$ cat src/rtl/ppu_pkg.sv
// Shared PPU types and constants: the VRAM arbiter state encoding, the palette
// window base and the PPUCTRL bit that selects the v increment step.
package ppu_pkg;

    typedef enum logic [1:0] {
        IDLE    = 2'd0,
        WAIT    = 2'd1,
        ACCESS  = 2'd2,
        CAPTURE = 2'd3
    } vram_arb_state_t;

    localparam logic [13:0] PAL_BASE_DEF  = 14'h3F00;
    localparam logic [13:0] PAL_NT_OFFSET = 14'h1000;
    localparam int unsigned PPUCTRL_INC   = 2;

endpackage

$ cat src/rtl/ppu_vram_arb.sv
// VRAM port arbiter between the renderer fetch engine and CPU $2007 accesses,
// owning the PPUDATA read buffer, palette redirection and the v-increment pulse.
module ppu_vram_arb
    import ppu_pkg::*;
#(
    parameter int unsigned       ADDR_W   = 14,
    parameter logic [ADDR_W-1:0] PAL_BASE = PAL_BASE_DEF,
    parameter int unsigned       MEM_LAT  = 1
) (
    input  logic              clk,
    input  logic              rst_n,
    input  logic              render_active,
    input  logic              rend_req,
    input  logic [ADDR_W-1:0] rend_addr,
    input  logic              cpu_rd,
    input  logic              cpu_wr,
    input  logic [7:0]        cpu_wdata,
    input  logic [ADDR_W-1:0] v_addr,
    input  logic              inc32,
    output logic [7:0]        cpu_rdata,
    output logic              cpu_busy,
    output logic              cpu_drop,
    input  logic              clr_drop,
    output logic              v_inc,
    output logic              v_inc32,
    output logic [ADDR_W-1:0] mem_addr,
    output logic              mem_rd,
    output logic              mem_wr,
    output logic [7:0]        mem_wdata,
    input  logic [7:0]        mem_rdata,
    output logic              pal_wr,
    input  logic [7:0]        pal_rdata
);

    vram_arb_state_t   state_r;
    vram_arb_state_t   state_s;
    logic              op_wr_r;
    logic [ADDR_W-1:0] addr_r;
    logic [7:0]        wdata_r;
    logic              inc32_r;
    logic [7:0]        rd_buf_r;
    logic              drop_r;
    logic              v_inc_r;
    logic              v_inc32_r;
    logic [1:0]        lat_cnt_r;

    logic              strobe_s;
    logic              busy_s;
    logic              v_pal_s;
    logic              accept_s;
    logic              pal_wr_s;
    logic              start_s;
    logic              bus_free_s;
    logic              capture_s;
    logic              inc_now_s;
    logic              inc_step_s;
    logic [ADDR_W-1:0] access_addr_s;

    assign strobe_s   = cpu_rd | cpu_wr;
    assign busy_s     = (state_r != IDLE);
    assign v_pal_s    = (v_addr >= PAL_BASE);
    assign accept_s   = strobe_s & ~busy_s;
    assign pal_wr_s   = accept_s & cpu_wr & v_pal_s;
    assign start_s    = accept_s & ~pal_wr_s;
    assign bus_free_s = ~render_active | ~rend_req;
    assign capture_s  = (state_r == CAPTURE) && (lat_cnt_r <= 2'd1);
    assign inc_now_s  = pal_wr_s | ((state_r == ACCESS) & op_wr_r) | capture_s;
    assign inc_step_s = pal_wr_s ? inc32 : inc32_r;

    // Palette reads fetch the nametable byte underneath to refill the read buffer.
    assign access_addr_s = (addr_r >= PAL_BASE) ? (addr_r - ADDR_W'(PAL_NT_OFFSET)) : addr_r;

    assign cpu_rdata = v_pal_s ? pal_rdata : rd_buf_r;
    assign cpu_busy  = busy_s;
    assign cpu_drop  = drop_r;
    assign v_inc     = v_inc_r;
    assign v_inc32   = v_inc32_r;
    assign pal_wr    = pal_wr_s;

    // Next-state logic for the CPU access sequencer.
    always_comb begin
        state_s = state_r;
        case (state_r)
            IDLE: begin
                if (start_s) begin
                    state_s = WAIT;
                end else begin
                    state_s = IDLE;
                end
            end
            WAIT: begin
                if (bus_free_s) begin
                    state_s = ACCESS;
                end else begin
                    state_s = WAIT;
                end
            end
            ACCESS: begin
                if (op_wr_r) begin
                    state_s = IDLE;
                end else begin
                    state_s = CAPTURE;
                end
            end
            CAPTURE: begin
                if (capture_s) begin
                    state_s = IDLE;
                end else begin
                    state_s = CAPTURE;
                end
            end
            default: state_s = IDLE;
        endcase
    end

    // Bus mux: renderer owns the port with zero added latency except in ACCESS.
    always_comb begin
        mem_addr  = rend_addr;
        mem_rd    = rend_req;
        mem_wr    = 1'b0;
        mem_wdata = 8'h00;
        if (state_r == ACCESS) begin
            mem_addr  = access_addr_s;
            mem_rd    = ~op_wr_r;
            mem_wr    = op_wr_r;
            mem_wdata = op_wr_r ? wdata_r : 8'h00;
        end else begin
            mem_addr  = rend_addr;
            mem_rd    = rend_req;
        end
    end

    // Sequencer state register.
    always_ff @(posedge clk or negedge rst_n) begin
        if (!rst_n) begin
            state_r <= IDLE;
        end else begin
            state_r <= state_s;
        end
    end

    // Request latch taken at the accepted strobe.
    always_ff @(posedge clk or negedge rst_n) begin
        if (!rst_n) begin
            op_wr_r <= 1'b0;
            addr_r  <= '0;
            wdata_r <= 8'h00;
            inc32_r <= 1'b0;
        end else if (start_s) begin
            op_wr_r <= cpu_wr;
            addr_r  <= v_addr;
            wdata_r <= cpu_wdata;
            inc32_r <= inc32;
        end else begin
            op_wr_r <= op_wr_r;
        end
    end

    // Read latency counter: loaded on the read cycle, counts down while capturing.
    always_ff @(posedge clk or negedge rst_n) begin
        if (!rst_n) begin
            lat_cnt_r <= 2'd0;
        end else if (state_r == ACCESS) begin
            lat_cnt_r <= 2'(MEM_LAT);
        end else if ((state_r == CAPTURE) && (lat_cnt_r != 2'd0)) begin
            lat_cnt_r <= lat_cnt_r - 2'd1;
        end else begin
            lat_cnt_r <= lat_cnt_r;
        end
    end

    // PPUDATA read buffer, refilled only when the delayed VRAM data is valid.
    always_ff @(posedge clk or negedge rst_n) begin
        if (!rst_n) begin
            rd_buf_r <= 8'h00;
        end else if (capture_s) begin
            rd_buf_r <= mem_rdata;
        end else begin
            rd_buf_r <= rd_buf_r;
        end
    end

    // Single-cycle v increment pulse with its step size held alongside.
    always_ff @(posedge clk or negedge rst_n) begin
        if (!rst_n) begin
            v_inc_r   <= 1'b0;
            v_inc32_r <= 1'b0;
        end else begin
            v_inc_r   <= inc_now_s;
            v_inc32_r <= inc_now_s ? inc_step_s : 1'b0;
        end
    end

    // Sticky drop flag; a new drop beats a simultaneous clear.
    always_ff @(posedge clk or negedge rst_n) begin
        if (!rst_n) begin
            drop_r <= 1'b0;
        end else if (strobe_s && busy_s) begin
            drop_r <= 1'b1;
        end else if (clr_drop) begin
            drop_r <= 1'b0;
        end else begin
            drop_r <= drop_r;
        end
    end

endmodule

$ cat config.mk
export PLATFORM = sky130hd
export DESIGN_NAME = ppu_vram_arb
export DESIGN_NICKNAME = d
export VERILOG_FILES = /design/src/rtl/ppu_pkg.sv /design/src/rtl/ppu_vram_arb.sv
export SDC_FILE = /design/constraint.sdc
export NUM_CORES = 1
export LEC_CHECK = 0
export ABC_AREA = 1
export CORE_MARGIN = 10
export CORE_UTILIZATION = 46
export CTS_BUF_LIST = sky130_fd_sc_hd__clkbuf_8
export CTS_CLUSTER_DIAMETER = 100
export DETAILED_ROUTE_END_ITERATION = 12
export GPL_TIMING_DRIVEN = 0
export HOLD_SLACK_MARGIN = 0.12
export PLACE_DENSITY = 0.88
export SLEW_MARGIN = 40
export SYNTH_ARGS = -nofsm -noshare
export SYNTH_HDL_FRONTEND = slang
export SYNTH_SLANG_ARGS = --single-unit
$ cat constraint.sdc
create_clock -name clk -period 3.51 [get_ports clk]
set_input_delay 0.702 -clock clk [delete_from_list [all_inputs] [get_ports clk]]
set_output_delay 0.702 -clock clk [all_outputs]
set_load 0.01 [all_outputs]
### Yosys cells after proc, flatten, opt, wreduce, memory -nomap -nowiden

Index checks and enable logic that the tools add are counted.

* bitwise gates (word level): 14
* reduce and logical (&&, ||, !) cells: 8
* $add $sub $neg: 2
* $lt $le $gt $ge: 3
* eq/ne operators: 3
* muxes and demuxes: 18

Operators by type and width (count)
* >= comparator 14 bit, second input constant: 2
* two-way mux 14 bit: 2
* two-way mux 8 bit: 3
* subtractor 14 x 13 -> 14 bit, second input constant: 1
* two-way mux 2 bit: 5
* one-hot mux 2 bit (4 select lines): 1
* nonzero test 2 bit: 4
* two-way mux 1 bit: 7
* bitwise AND 1 bit: 5
* NOT 1 bit: 5
* equality test 2 bit, second input constant: 2
* bitwise OR 1 bit: 4
* logical AND 1 bit: 3
* equality test 2 x 1 -> 1 bit, second input constant: 1
* <= comparator 2 x 1 -> 1 bit, second input constant: 1
* zero test 2 bit: 1
* subtractor 2 x 1 -> 2 bit, second input constant: 1

* register bits after elaboration: 39
* output and inout port bits: 37

### Longest topological paths before layout

* depth after elaboration: 9
* gate-level depth with buffers: 10
* depth with buffers taken out: 10

### Worst setup path before layout

Ideal clock, no wire load.

* path kind: input to output
* from: input v_addr[13]
* to: output cpu_rdata[0]
* arrival time: 1428 ps
* required time: 2808 ps
* stages: 6
* path buffers: 1
* setup slack: 1380 ps
* cell sequence: nand2_1 > nor2_2 > buf_2 > nand2_1 > nand2_1 > nand2_1

* longest elaborated chain between the ends: 2

RTL lines
* start, declared: RTL line ppu_vram_arb.sv:18 `input logic [ADDR_W-1:0] v_addr,`
* >= comparator 14 bit: RTL line ppu_vram_arb.sv:61 `assign v_pal_s = (v_addr >= PAL_BASE);`
* two-way mux 8 bit: RTL line ppu_vram_arb.sv:73 `assign cpu_rdata = v_pal_s ? pal_rdata : rd_buf_r;`
* end, declared: RTL line ppu_vram_arb.sv:20 `output logic [7:0] cpu_rdata,`

No other way between the ends.

### Worst setup path after layout

* from: input v_addr[13]
* to: output cpu_rdata[5]

The elaborated chain is that of the path after synthesis.

==> results.md <==
- Die ar.: 7740 um^2
- Rel. slew slack: 68.0%
- Mapped Cells: 294
- Setup TNS: 0 ns
- Max-cap violations: 0
- Global route overflow: 0
- Area share of the leading cell type in the synthesized netlist: 45.9%
- Die Ht: 88 um
- Sink Count: 39
- Worst slew pin tran: 0.480 ns
- CP required: 2.81 ns
- H-tree Lvls: 2
- ANT cells: 0
- Crit path DAT: 2.66 ns
- Crit Path Max Fanout: 10
- Status: complete, no violations
- CTS tree: built
- Post-DP Area: 3150 um^2
- Leading cell type in the layout, fill and taps excluded: nand2_1
- Yosys reg bits: 39
- Cts hold-fix bufs: 0
- Net count after synthesis: 357
- Placed cells: 442
- Initial core utilization: 48.2%
- Fmax: 297 MHz
- Global-route wire length before repair: 10.5 mm
- # DRC: 0
- WS Path Type: input pin to primary output
- Port Buffers: 96
- Vias: 2296
- Ys Warns: 0
- Most frequent cells in the layout: nand2_1, clkdlybuf4s50_1, nand3_1
- Detail Route Antenna Nets: 0
- Design Power: 0.00235 W
- Yosys top cell by area: dfrtp_1
- Worst reg-to-reg setup slack: 1.97 ns
- Vias per cell: 5.10
- Drt total wl: 6.70 mm
- Avg Inst Size Synth: 7.23 um^2
- Skew final: 0.0101 ns
- WL/cell: 14.9 um
- Largest net degree at the start of global routing: 40
- Maximum vdd drop: 0.492 mV
- Die width: 88 um
- Share of layout cells above drive strength 1: 8.04%
- Initial drt markers: 218
- Final non-filler cell total: 450
- Leakage power: 1.64 nW
- Setup repair bufs after CTS: 0
- Hold WC Path Type: input pin to asynchronous set/reset pin
- Clk_lat worst skew: 0.29 ns
- Mapped Area: 2130 um^2
- Slew Viols, Final: 0
- Final Hold Viols: 0
- PD cells: 723 nW/um^2
- Unique masters post-synth: 24
- Nets: 460
- Layout area overhead: 53.0%
- CTS buffer count: 5
- DPL Wire Length: 5.20 mm
- CP Launch Type: input pin
- Hold WS: 0.358 ns
- Sequential area share after synthesis: 45.9%
- Initial antenna violation count: 0
- I/O pins: 97
- Worst-path clk slew: 0.08 ns
- Post_cts resized: 0
- Final Cycle Share: 95.8%
- Gpl congestion: 0.823
- Crit. End Element: primary output
- Longest Clk Path Bufs: 2
- Core outline area: 4410 um^2
- Clk root buf: clkbuf_8
- FP Rows: 24
- Vias in the first global route: 2223
- GRT Total Usage: 17.0%
- Setup-failing EPs final: 0
- Fin crit period: 3.36 ns
- Detailed Routing Iterations Pass 1: 4
- RSZ-0062 raised after global routing: false
- Post-layout instance area: 3250 um^2
- Largest cells by area after synthesis: dfrtp_1, nand2_1, nand3_1
through the flow:
stage / worst slack, ns / util (%)
5_1_grt: 0.0597 / 73.7
6_report: 0.146 / 73.7
4_1_cts: 0.173 / 73.7
3_3_place_gp: 0.247 / 71.4
2_1_floorplan: 1.38 / -
3_5_place_dp: 0.172 / 71.4
per-layer routing:
layer / up-vias / wire length (um) / track usage, % / part of all wire, %
li1: 1133 / - / - / -
met1: 1061 / 2650 / 19.6 / 40
met2: 87 / 3320 / 29.1 / 49
met3: 15 / 581 / 3.71 / 8.7
met4: 0 / 156 / 7.97 / 2.3
met5: - / 0 / 0 / 0
worst paths after layout:
check	from	end	depth (start not counted)
max in group asynchronous	rst_n	rd_buf_r[6]	1
worst max-delay path	v_addr[13]	cpu_rdata[5]	8
worst max register to register	state_r[0]	v_inc32	8
worst min register to register	wdata_r[7]	wdata_r[7]	2
min in group clk	wdata_r[7]	wdata_r[7]	2
worst min-delay path	rst_n	rd_buf_r[4]	1
cell type report:
cell class | count | area, um^2
clock buffers | 7 | 96.3
fillers | 346 | 1160
multi-input cells | 227 | 1020
well taps | 52 | 65.1
flip-flops and latches | 39 | 976
inverters | 15 | 56.3
repair buffers | 96 | 958
clock inverters | 1 | 7.51
plain buffers | 13 | 76.3
kinds of logic (layout without fill, tap and decap cells):
group / after synthesis / count (layout) / synth area share (%)
fa+ha+maj: 3 / 3 / 1.76
compound gates: 9 / 9 / 2.59
flops: 39 / 39 / 45.9
buf+inv: 28 / 132 / 6.23
simple gates: 215 / 215 / 43.5
worst max-delay path, stage by stage:
cell	delay [ns]
clkdlybuf4s50_1	0.49
nand2_1	0.08
nor2_2	0.19
buf_2	0.25
nand2_1	0.26
nand2_1	0.15
nand2_1	0.06
clkdlybuf4s50_1	0.50
where the power goes:
group          switching (W)  internal [W]  total [W]
clock network       0.000154      0.000179   0.000333
logic               0.000652      0.000569    0.00122
registers           0.000134      0.000665   0.000800
total               0.000941       0.00141    0.00235
cell usage after synthesis:
cell type and instances:
a21oi_1 1, buf_2 10, buf_6 2, clkbuf_1 1
clkinv_1 1, dfrtp_1 39, ha_1 3, inv_1 12
inv_2 2, nand2_1 145, nand2_2 1, nand2_4 2
nand3_1 45, nand3_4 1, nand4_1 3, nor2_1 12
nor2_2 2, nor2_4 2, nor3_1 1, o21ai_0 4
o21bai_1 2, o221ai_1 1, o22ai_1 1, or2_2 1
sequential cells by signal, summed over array words and instances, names as in the netlist:
signal / cells
addr_r: 14
rd_buf_r: 8
wdata_r: 8
lat_cnt_r: 2
state_r: 2
cpu_drop: 1
inc32_r: 1
op_wr_r: 1
v_inc: 1
v_inc32: 1
(Power assumes the default switching activity.)
